===== src/rtl/perip_uart_tx_pkg.sv =====
// Shared definitions for the peripheral-side UART transmitter: register map, STATUS bits, CTRL fields, FSM encoding.
// Latency: n/a (constants only); backpressure: n/a.
package perip_uart_tx_pkg;

  localparam logic [31:0] DEF_CTRL_ADDR = 32'h0000_0000;
  localparam logic [31:0] DEF_DATA_ADDR = 32'h0000_0004;
  localparam logic [31:0] DEF_CMD_ADDR  = 32'h0000_0008;
  localparam logic [31:0] DEF_STAT_ADDR = 32'h0000_000C;

  localparam int STAT_BUSY = 0;
  localparam int STAT_DONE = 1;
  localparam int STAT_ERR  = 2;

  localparam int CTRL_DIV_LSB = 0;
  localparam int CTRL_DIV_MSB = 15;
  localparam int CTRL_EN_BIT  = 16;

  localparam logic [2:0] ST_INIT      = 3'd0;
  localparam logic [2:0] ST_IDLE      = 3'd1;
  localparam logic [2:0] ST_LOAD_CTRL = 3'd2;
  localparam logic [2:0] ST_LOAD_DATA = 3'd3;
  localparam logic [2:0] ST_ERR       = 3'd4;
  localparam logic [2:0] ST_SET_BUSY  = 3'd5;
  localparam logic [2:0] ST_SHIFT     = 3'd6;
  localparam logic [2:0] ST_DONE      = 3'd7;

  // A zero divisor would stall the bit timer, so it is treated as 1.
  function automatic logic [15:0] ctrl_div(input logic [31:0] ctrl);
    logic [15:0] div;
    div = ctrl[CTRL_DIV_MSB:CTRL_DIV_LSB];
    ctrl_div = (div == 16'd0) ? 16'd1 : div;
  endfunction

  function automatic logic [31:0] stat_word(input int bit_pos);
    stat_word = 32'h1 << bit_pos;
  endfunction

endpackage


===== src/rtl/perip_uart_tx_baud_cnt.sv =====
// Bit-period timer: tick_o pulses once every div_i cycles after load_i, reloading itself on each tick.
// Latency: first tick div_i cycles after the load edge; backpressure: none, free-running.
module uart_baud_cnt (
  input  logic        clk_i,
  input  logic        rst_i,
  input  logic        load_i,
  input  logic [15:0] div_i,
  output logic        tick_o
);

  logic [15:0] cnt_q;
  logic [15:0] cnt_d;
  logic [15:0] reload;

  assign reload = (div_i == 16'd0) ? 16'd0 : div_i - 16'd1;
  assign tick_o = !load_i && (cnt_q == 16'd0);

  always_comb begin
    cnt_d = cnt_q;
    if (load_i || cnt_q == 16'd0) begin
      cnt_d = reload;
    end else begin
      cnt_d = cnt_q - 16'd1;
    end
  end

  always_ff @(posedge clk_i) begin
    if (rst_i) begin
      cnt_q <= 16'd0;
    end else begin
      cnt_q <= cnt_d;
    end
  end

endmodule


===== src/rtl/perip_uart_tx.sv =====
// UART 8N1 transmitter owning the register-file peripheral port: polls CMD, loads CTRL/TX_DATA, posts STATUS.
// Latency: start bit 3 edges after CMD is seen in IDLE; backpressure: none, CMD stays pending until IDLE.
module perip_uart_tx
  import perip_uart_tx_pkg::*;
#(
  parameter logic [31:0] CTRL_ADDR = DEF_CTRL_ADDR,
  parameter logic [31:0] DATA_ADDR = DEF_DATA_ADDR,
  parameter logic [31:0] CMD_ADDR  = DEF_CMD_ADDR,
  parameter logic [31:0] STAT_ADDR = DEF_STAT_ADDR
) (
  input  logic        clk_i,
  input  logic        rst_i,
  output logic [31:0] rdaddr_perip,
  input  logic [31:0] data_o_perip,
  output logic        write_perip,
  output logic [31:0] wraddr_perip,
  output logic [31:0] data_i_perip,
  output logic        tx_o
);

  logic [2:0]  state_q,   state_d;
  logic [15:0] div_q,     div_d;
  logic        en_q,      en_d;
  logic [7:0]  byte_q,    byte_d;
  logic [9:0]  shift_q,   shift_d;
  logic [3:0]  bit_cnt_q, bit_cnt_d;
  logic        wr_q,      wr_d;
  logic [31:0] wraddr_q,  wraddr_d;
  logic [31:0] wdata_q,   wdata_d;

  logic        baud_load;
  logic        baud_tick;
  logic        unused_rd;

  assign unused_rd = ^data_o_perip[31:17];

  uart_baud_cnt u_baud_cnt (
    .clk_i  (clk_i),
    .rst_i  (rst_i),
    .load_i (baud_load),
    .div_i  (div_q),
    .tick_o (baud_tick)
  );

  always_comb begin
    rdaddr_perip = CMD_ADDR;
    case (state_q)
      ST_LOAD_CTRL: rdaddr_perip = CTRL_ADDR;
      ST_LOAD_DATA: rdaddr_perip = DATA_ADDR;
      default:      rdaddr_perip = CMD_ADDR;
    endcase
  end

  // The line is the LSB of the shifter; it refills with ones so it idles high.
  always_comb begin
    state_d   = state_q;
    div_d     = div_q;
    en_d      = en_q;
    byte_d    = byte_q;
    shift_d   = shift_q;
    bit_cnt_d = bit_cnt_q;
    wr_d      = 1'b0;
    wraddr_d  = wraddr_q;
    wdata_d   = wdata_q;
    baud_load = 1'b0;

    case (state_q)
      ST_INIT: begin
        wr_d     = 1'b1;
        wraddr_d = STAT_ADDR;
        wdata_d  = 32'h0;
        state_d  = ST_IDLE;
      end
      ST_IDLE: begin
        if (data_o_perip[0]) begin
          state_d = ST_LOAD_CTRL;
        end
      end
      ST_LOAD_CTRL: begin
        div_d   = ctrl_div(data_o_perip);
        en_d    = data_o_perip[CTRL_EN_BIT];
        state_d = ST_LOAD_DATA;
      end
      ST_LOAD_DATA: begin
        byte_d   = data_o_perip[7:0];
        wr_d     = 1'b1;
        wraddr_d = CMD_ADDR;
        wdata_d  = 32'h0;
        state_d  = en_q ? ST_SET_BUSY : ST_ERR;
      end
      ST_ERR: begin
        wr_d     = 1'b1;
        wraddr_d = STAT_ADDR;
        wdata_d  = stat_word(STAT_ERR);
        state_d  = ST_IDLE;
      end
      ST_SET_BUSY: begin
        wr_d      = 1'b1;
        wraddr_d  = STAT_ADDR;
        wdata_d   = stat_word(STAT_BUSY);
        shift_d   = {1'b1, byte_q, 1'b0};
        bit_cnt_d = 4'd0;
        baud_load = 1'b1;
        state_d   = ST_SHIFT;
      end
      ST_SHIFT: begin
        if (baud_tick) begin
          if (bit_cnt_q == 4'd9) begin
            state_d = ST_DONE;
          end else begin
            shift_d   = {1'b1, shift_q[9:1]};
            bit_cnt_d = bit_cnt_q + 4'd1;
          end
        end
      end
      ST_DONE: begin
        wr_d     = 1'b1;
        wraddr_d = STAT_ADDR;
        wdata_d  = stat_word(STAT_DONE);
        shift_d  = '1;
        state_d  = ST_IDLE;
      end
      default: begin
        state_d = ST_INIT;
      end
    endcase
  end

  always_ff @(posedge clk_i) begin
    if (rst_i) begin
      state_q   <= ST_INIT;
      div_q     <= 16'd1;
      en_q      <= 1'b0;
      byte_q    <= 8'h00;
      shift_q   <= '1;
      bit_cnt_q <= 4'd0;
      wr_q      <= 1'b0;
      wraddr_q  <= 32'h0;
      wdata_q   <= 32'h0;
    end else begin
      state_q   <= state_d;
      div_q     <= div_d;
      en_q      <= en_d;
      byte_q    <= byte_d;
      shift_q   <= shift_d;
      bit_cnt_q <= bit_cnt_d;
      wr_q      <= wr_d;
      wraddr_q  <= wraddr_d;
      wdata_q   <= wdata_d;
    end
  end

  assign tx_o         = shift_q[0];
  assign write_perip  = wr_q;
  assign wraddr_perip = wraddr_q;
  assign data_i_perip = wdata_q;

endmodule


===== config.mk =====
export PLATFORM = sky130hd
export DESIGN_NAME = perip_uart_tx
export DESIGN_NICKNAME = d
export VERILOG_FILES = /design/src/rtl/perip_uart_tx_pkg.sv /design/src/rtl/perip_uart_tx_baud_cnt.sv /design/src/rtl/perip_uart_tx.sv
export SDC_FILE = /design/constraint.sdc
export NUM_CORES = 1
export LEC_CHECK = 0
export CORE_ASPECT_RATIO = 1.2
export CORE_UTILIZATION = 41
export DETAILED_ROUTE_END_ITERATION = 10
export GPL_ROUTABILITY_DRIVEN = 0
export HOLD_SLACK_MARGIN = 0.05
export PLACE_DENSITY = 0.77
export SETUP_SLACK_MARGIN = 0.1
export SLEW_MARGIN = 20
export SYNTH_ARGS = -nofsm -noshare
export SYNTH_HDL_FRONTEND = slang
export SYNTH_SLANG_ARGS = --single-unit
export TNS_END_PERCENT = 50

===== constraint.sdc =====
create_clock -name clk_i -period 2.05 [get_ports clk_i]
set_input_delay 0.615 -clock clk_i [delete_from_list [all_inputs] [get_ports clk_i]]
set_output_delay 0.615 -clock clk_i [all_outputs]
set_load 0.02 [all_outputs]

# After elaboration in Yosys (flattened, before gate mapping)
# Cells that the tools add are included.
# totals
reg_bits	123
input_bits	34
out_inout_bits	98
wordCells	62
# op_classes
add_sub_neg	3
n_eq_ne	12
muxes	19
reduce_logical	18
# ops
op	n
32-bit one-hot mux with 4 select lines	1
32-bit one-hot mux with 2 select lines	1
16-bit zero test	3
16-bit two-way mux	3
16-bit by 1-bit subtractor with 16-bit output, second input constant	2
10-bit one-hot mux with 3 select lines	1
10-bit two-way mux	2
3-bit one-hot mux with 6 select lines	1
4-bit one-hot mux with 2 select lines	2
3-bit equality test, second input constant	4
3-bit two-way mux	3
3-bit AND reduction	3
4-bit two-way mux	2
2-bit inequality test, second input constant	4
3-bit by 2-bit equality test with 1-bit output, second input constant	2
5-bit OR reduction	1
4-bit by 1-bit adder with 4-bit output, second input constant	1
4-bit equality test, second input constant	1
2-bit nonzero test	2
4-bit nonzero test	1
4-bit OR reduction	1
3-bit by 1-bit equality test with 1-bit output, second input constant	1
3-bit zero test	1
1-bit two-way mux	3
6 further kinds	6

# Logic depth before layout (Yosys ltp)
# Gate-level depths: netlist (run 1).
# depth
ltp_word	6
depth_mapped	9
depth_no_buf	7

# Modules after synthesis
# Synthesis (run 1) repeated with hierarchy kept, for this count alone.
# hier_totals
cells_unflattened	475
area_unflattened_um2	3885.0
# modules_own_cells
mod	instances	cells_per_inst	area_per_inst_um2	seq_area_each_um2
perip_uart_tx	1	321	2646.3	940.9
uart_baud_cnt	1	154	1238.7	320.3

# Worst setup path before layout (run 1)
# Ideal clock, no wire load.
# synth_path
path_kind	reg-to-reg
startpoint	reg u_baud_cnt.cnt_q[0]
endpoint	reg shift_q[0]
setup_ns	0.122
arrival_ns	1.837
required_ns	1.928
slack_ns	0.091
stages_incl_launch_ff	8
n_path_buf	1
period_less_slack_ns	1.959
cell_sequence	dfxtp_1 inv_1 ha_1 nor4b_1 nand4_1 a211o_1 buf_6 a221o_1
# synth_via
elab_chain_cells	4
# synth_rtl
item	line	rtl
start, declared	perip_uart_tx_baud_cnt.sv:11	logic [15:0] cnt_q;
start signal, assigned	perip_uart_tx_baud_cnt.sv:31	cnt_q <= cnt_d;
16-bit zero test	perip_uart_tx_baud_cnt.sv:16	assign tick_o = !load_i && (cnt_q == 16'd0);
1-bit logical AND	perip_uart_tx_baud_cnt.sv:16	
2-bit inequality test (no line)	--	
3-bit AND reduction (no line)	--	
end signal, assigned	perip_uart_tx.sv:145	shift_q <= shift_d;
end, declared	perip_uart_tx.sv:25	logic [9:0] shift_q, shift_d;
# Every way passes these cells.
# A chain may end at the register's enable or synchronous reset.

# Final worst setup path (run 1)
# layout_path
startpoint	reg state_q[1]
endpoint	out rdaddr_perip[2]
# layout_via
elab_chain_cells	2
elab_cells_between_ends	3
classes_between	2 x eq/ne; 1 x mux
# layout_rtl
item	line	rtl
start, declared	perip_uart_tx.sv:21	logic [2:0] state_q, state_d;
start signal, assigned	perip_uart_tx.sv:141	state_q <= state_d;
3-bit by 2-bit equality test with 1-bit output	perip_uart_tx.sv:47	case (state_q)
4-bit one-hot mux with 2 select lines (*)	perip_uart_tx.sv:47	
end, declared	perip_uart_tx.sv:13	output logic [31:0] rdaddr_perip,
# Mark *: on every way between the ends. The rest lies on a longest branch, timed or not.

==> results.md, run 1 <==
- HP Start: en_q
- Post-DP Area: 0.00405 sq mm
- Htree depth: 3
- IO Pins: ~130
- Max-Cap Viols: 0
- Status: complete, no violations
- # clock sinks: 63
- Clock root buffer: clkbuf_8
- Core Footprint: ~0.0090 sq mm
- Power Dens Cells: just under 1000 mW/mm^2
- WS Path Type: reg2out
- Cell Count Post-Placement: roughly 630
- Sw Share: 35.8%
- Final WS setup: approximately 0.080 ns
- Power Internal: roughly 2.8 mW
- Register bit total from synthesis: 63
- Drt wl/cell: approximately 12 um
- DRC violations left: 0
- # fillers: 844
- Final wirelength: 7.89 mm
- Buffers on Ports: 27
- Critical R2R Capture: u_baud_cnt.cnt_q[14]
- Mapped Cells: 466
- Max IR drop VDD: 0.638 mV
- Design Area, Final: around 0.0044 sq mm
- Hpwl dp: 5.68 mm
- Worst skew pair latency: between 0.3 and 0.4 ns
- Clk slew on worst S/H paths: approximately 0.07 ns
- Clock Skew: 0.0121 ns
- Hold Crit Depth: 2
- Initial antenna violation count: 0
- Final setup vio count: 0
- Mapped cell area: 0.00378 sq mm
- Area grow syn2layout: 15.9%
- Most frequent cells in the layout: 89 x conb_1, 66 x nand2_1, 61 x dfxtp_1
- Unique masters post-synth: 56
- Antenna cells: 0
- Share of layout cells above drive strength 1: approximately 15%
- Number of cells on the worst reg-to-reg path: 7
- Layout Cells excl Fill: approximately 650
- Critical-path cell list: nor2b_2 > nand2_1 > clkinv_1 > dlygate4sd2_1
- Tightest Hold Check Type: reg2reg
- Fin. Hold Viols: 0
- Clk network pwr share: approximately 24%
- Required @ worst endpoint: about 1.4 ns
- Tcrit/Tclk final: a little over nine tenths
- Hold_buf cts: 0
- Crit Reg-Reg Startpoint: u_baud_cnt.cnt_q[0]
- WHS: between 0.4 and 0.5 ns
- Vias: 3219
- Number of global-route vias before repair: approximately 2800
- Flop-to-flop setup slack: 0.10 ns
- DR iter-0 viols: 149
- Slowest-stage cell, CP: dlygate4sd2_1
- Largest net degree at the start of global routing: 25
- FMAX: 508 MHz
- Chip width: between 80 and 90 um
- Post-route ant nets: 0
- Critical path capture point type: primary output
- Net Switching: 1.55 mW
- Crit path largest cell delay: 0.33 ns
- Comb power frac: between 40 and 50%
- Die Ht: 107 um
- CTS tree: done
- Post-synth EDFFs: 0
- Worst Hold Path EP: en_q
- Post-place setup slack: -0.0611 ns
- Final Net Count: 563
- Total grt overflow: 0
- Die ar.: 0.00962 sq mm
- Number of synthesis warnings: 0
- RSZ-0062 raised after global routing: true
- Ys async rst share: 0%
- Crit-path leading delay family: buffers and inverters
- GRT Util Overall: 16.7%
- Crit start category: flop
- Flop pwr share: 35.4%
- Synth Area per Inst: 8.12 sq um
- Most common flop cell mapped by yosys: dfxtp_1
- Deepest clock path buffer count: 2
- DRT Pass-1 Iters: 5
- Crit path DAT: 1.35 ns
- Row count: 38
- Seq/Total Area, Yosys: 33.3%
- First-pass GRT wire length: 12.4 mm
- Vias per inst: between 4 and 5
- CTS buffer count: 9
- Fin crit period: 1.97 ns
- Final Max Slew Viols: 0
- Maximum fanout along the worst path: 2
- Static Leak: 1.74 nW
- Buf+Inv Stages, Crit Path: 2
- Initial Util: a little over two fifths
- Commonest non-fill, non-tap cell in the layout: conb_1
kinds of logic after synthesis:
group,after synthesis,synth area share [%]
adder cells (fa/ha/maj),5,1.65
XOR/XNOR,20,4.63
multiplexers,2,0.562
flip-flops,63,33.3
AND/OR/NAND/NOR,166,22.2
other,1,0.0991
AO/OA/AOI/OAI,94,16.9
buffers and inverters,115,20.5
flip-flops by register name, indices dropped and copies added (netlist names):
register          flops
state_q               3
data_i_perip          3
bit_cnt_q             4
byte_q                8
shift_q               9
u_baud_cnt.cnt_q     16
write_perip           1
div_q                16
wraddr_perip          2
en_q                  1
worst max-delay path by stage:
stage	slack, ns	start	endpoint	cells after the start
global placement	0.002	u_baud_cnt.cnt_q[0]	u_baud_cnt.cnt_q[6]	7
floorplan	0.12	u_baud_cnt.cnt_q[0]	u_baud_cnt.cnt_q[10]	7
global route	-0.002	u_baud_cnt.cnt_q[0]	u_baud_cnt.cnt_q[8]	8
CTS	0.02	u_baud_cnt.cnt_q[0]	bit_cnt_q[3]	8
finish	0.08	state_q[1]	rdaddr_perip[2]	4
detailed placement	-0.06	u_baud_cnt.cnt_q[0]	u_baud_cnt.cnt_q[6]	7
metrics by stage:
step / utilization [%] / power, mW / setup TNS (ns)
final: 48.8 / 4.33 / 0
after global routing: 48.8 / 4.57 / -0.00200
after CTS: 47.3 / 4.13 / 0
after detailed placement: 45.1 / 3.06 / -0.103
after global placement: 45.1 / 3.01 / 0
after floorplan: - / 2.71 / 0
layout make-up:
cell class                      count  area (sq um)  area share (%)
Multi-Input combinational cell    376          2160            49.2
Tap cell                          120           150            3.42
Timing Repair Buffer               65           583            13.3
Clock inverter                      4          45.0            1.03
Inverter                            9          38.8           0.884
Clock buffer                       12           145            3.31
Sequential cell                    63          1260            28.8
power by group through the flow:
stage	clock network, mW	logic [mW]	registers, mW
floorplan	0	1.19	1.52
global placement	0	1.50	1.51
detailed placement	0	1.54	1.52
CTS	1.06	1.57	1.49
global route	1.11	1.90	1.55
finish	1.05	1.75	1.53
Yosys cell counts, types with 2 or more instances:
cell,number,area (sq um)
or3_1,4,25.0
a211oi_1,9,67.6
xnor2_1,11,96.3
nor4_1,7,43.8
nor2_1,41,154
a211oi_2,2,25.0
o22ai_1,7,43.8
buf_1,2,7.51
ha_1,5,62.6
clkbuf_1,11,41.3
a311oi_1,4,35.0
a21oi_1,34,170
buf_2,3,15.0
inv_1,8,30.0
a211o_1,9,78.8
nor4_2,2,25.0
buf_4,89,668
nand4_1,5,31.3
nor4_4,3,63.8
xor2_1,9,78.8
nor2b_1,4,25.0
nand2b_1,4,25.0
o21ai_0,11,55.1
a2bb2oi_1,8,70.1
nor3_1,10,50.1
dfxtp_1,63,1260
nand2_1,66,248
nand3_1,7,35.0
timing repair:
item / CTS / global route
cloned: 0 / 1
resized for setup: 6 / 20
buffers inserted: 1 / 2
pin swaps: 2 / 14
endpoints found under the setup margin: 21 / 36
tightest hold or removal path, delay by kind of cell, from the launching register on:
family | cells | cell delay [ns]
flops | 1 | 0.31
simple gates | 1 | 0.05
compound gates | 1 | 0.05
routing by layer:
layer,vias up,global-route usage [%],routed length [um]
met1,1518,19.0,3150
met4,0,7.48,198
li1,1564,-,-
met3,17,3.93,367
met2,120,29.0,4180
met5,-,0,0
(Power assumes the default switching activity.)
==> run 2, diff against run 1 <==
Settings changed: GPL_TIMING_DRIVEN set to 0.
==> run 2 against run 1 <==
Count of clock-buffer cells in the layout fell by 2. Clock skew up 0.0025 ns. Sequential share of layout area shrank 3.7 points. Register-to-register slack worse by 0.06 ns. Clock power up 4%. Die area is the same. Critical path type unchanged. Critical endpoint unchanged. Largest power group unchanged. Highest routed layer unchanged.
==> results.md, run 2 (synthesis gave the netlist of run 1 again) <==
- DRT Pass-1 Iters: 4 (-1)
- Required @ worst endpoint: 1.43 ns (about the same)
- RSZ-0062 raised after global routing: true
- Tightest Pin Transition: 0.559 ns
- Max IR drop VDD: 0.482 mV (-25%)
- Worst skew pair latency: 0.36 ns (+0.02 ns)
- Max-Cap Viols: 0 (unchanged)
- Initial antenna violation count: 0 (unchanged)
- Clock Skew: 0.0146 ns (+0.00248 ns)
- Final Max Slew Viols: 0 (unchanged)
- CTS tree: done
- Number of global-route vias before repair: 2960 (+5.6%)
- WHS: 0.464 ns (+0.00845 ns)
- Maximum fanout along the worst path: 10 (+8)
- Fin crit period: 2.01 ns (+0.0451 ns)
- Most frequent cells in the layout: 104 x buf_4, 89 x conb_1, 61 x nand2_1
- DRC violations left: 0 (unchanged)
- Final wirelength: 8.85 mm (+12%)
- Die ar.: 0.00962 sq mm (unchanged)
- IO Pins: 132 (unchanged)
- Cell Count Post-Placement: 701 (+11%)
- Hpwl dp: 6.30 mm (+11%)
- # clock sinks: 63 (unchanged)
- DR iter-0 viols: 234 (+57%)
- Deepest clock path buffer count: 2 (unchanged)
- Vias: 3425 (+6.4%)
- Chip width: 89.7 um (unchanged)
- Critical path capture point type: primary output
- Largest registers: div_q x16, u_baud_cnt.cnt_q x16, shift_q x9
- GRT Util Overall: 18.1% (+1.4 points)
- Htree depth: 3 (unchanged)
- FMAX: 496 MHz (-2.2%)
- Layout Cells excl Fill: 731 (+13%)
- Power Dens Cells: 889 mW/mm^2 (-10%)
- Vias per inst: 4.69 (-5.5%)
- Tightest Hold Check Type: reg2reg
- Share of layout cells above drive strength 1: 29.1% (+14 points)
- CTS buffer count: 9 (unchanged)
- Total grt overflow: 0 (unchanged)
- Core Footprint: 0.00899 sq mm (unchanged)
- Crit start category: flop
- WS Path Type: reg2out
- Initial Util: 42.1% (unchanged)
- Fin. Hold Viols: 0 (unchanged)
- Final setup vio count: 0 (unchanged)
- Status: complete, no violations
- Row count: 38 (unchanged)
- Tcrit/Tclk final: 98.3% (+2.2 points)
- Final Net Count: 645 (+15%)
- Largest net degree at the start of global routing: 13 (-48%)
- Die Ht: 107 um (unchanged)
- Headroom to the max-slew limit: 62.5%
- Static Leak: 2.25 nW (+29%)
- First-pass GRT wire length: 13.4 mm (+8.0%)
- Antenna cells: 0 (unchanged)
- Crit path DAT: 1.40 ns (+0.05 ns)
- Area grow syn2layout: 34.6%
- Clock root buffer: clkbuf_8
- Post-route ant nets: 0 (unchanged)
- Clk slew on worst S/H paths: 0.08 ns (about the same)
- Commonest non-fill, non-tap cell in the layout: buf_4
- Drt wl/cell: 12.1 um (-0.46%)
- Buffers on Ports: 27 (unchanged)
## run 2: cell count changes in the layout (fill, tap and decap cells not counted), moves of 3 or more
cell / change
dfxtp_2: +5
dfxtp_1: -7
dlymetal6s2s_1: +5
clkbuf_1: +7
buf_4: +69
nand2_1: -5
nand2_2: +3
nor3_1: -3
clkbuf_2: +3
clkinvlp_4: +3
clkdlybuf4s50_1: -4
clkinv_2: -3
## run 2: routing by layer
metal	vias up	wire length [um]	global-route usage (%)
met2	139	4630	31.3
met3	15	553	3.00
met5	-	0	0
li1	1726	-	-
met1	1545	3490	20.4
met4	0	176	10.5
## run 2: cell type report
cell class                 instances  area (sq um)
fill                             786          3900
multi-input combinational        376          2250
sequential                        63          1280
buffer                           106           769
timing repair buffer              41           400
tap                              120           150
clock buffer                      10           128
clock inverter                     6          70.1
inverter                           9          43.8
## run 2: through the flow
step	setup TNS, ns	worst slack (ns)	utilization [%]	area [sq um]	total power [mW]
after detailed placement	-10.22	-0.448	50.4	4530	3.00
after global placement	-8.40	-0.423	50.4	4530	2.96
after global routing	-0.0860	-0.0496	56.6	5090	4.76
after floorplan	0	0.115	-	4110	2.71
after CTS	0	0.00475	54.1	4860	4.25
final	0	0.0352	56.6	5090	4.52
## run 2: timing repair
item | in CTS | in global routing
gates cloned | 0 | 1
hold buffers | 0 | 0
endpoints found under the setup margin | 40 | 51
buffers inserted | 8 | 6
pin swaps | 4 | 16
resized for setup | 31 | 51
## run 2: worst max-delay path, cell delays in order (launching register included)
cell      delay (ns)
dfxtp_2         0.36
buf_6           0.14
nor2b_4         0.20
nand2_4         0.11
clkinv_4        0.09
buf_4           0.14
## run 2: worst paths after layout
check	from	endpoint	slack, ns	cells after the start
setup reg to reg	u_baud_cnt.cnt_q[1]	u_baud_cnt.cnt_q[10]	0.04	7
setup / recovery	state_q[1]	rdaddr_perip[2]	0.04	5
hold reg to reg	en_q	en_q	0.46	2
hold / removal	en_q	en_q	0.46	2
## run 2: report_power, final
group,internal (mW),switching [mW]
combinational,0.902,0.962
sequential,1.38,0.198
clock,0.567,0.520
total,2.84,1.68
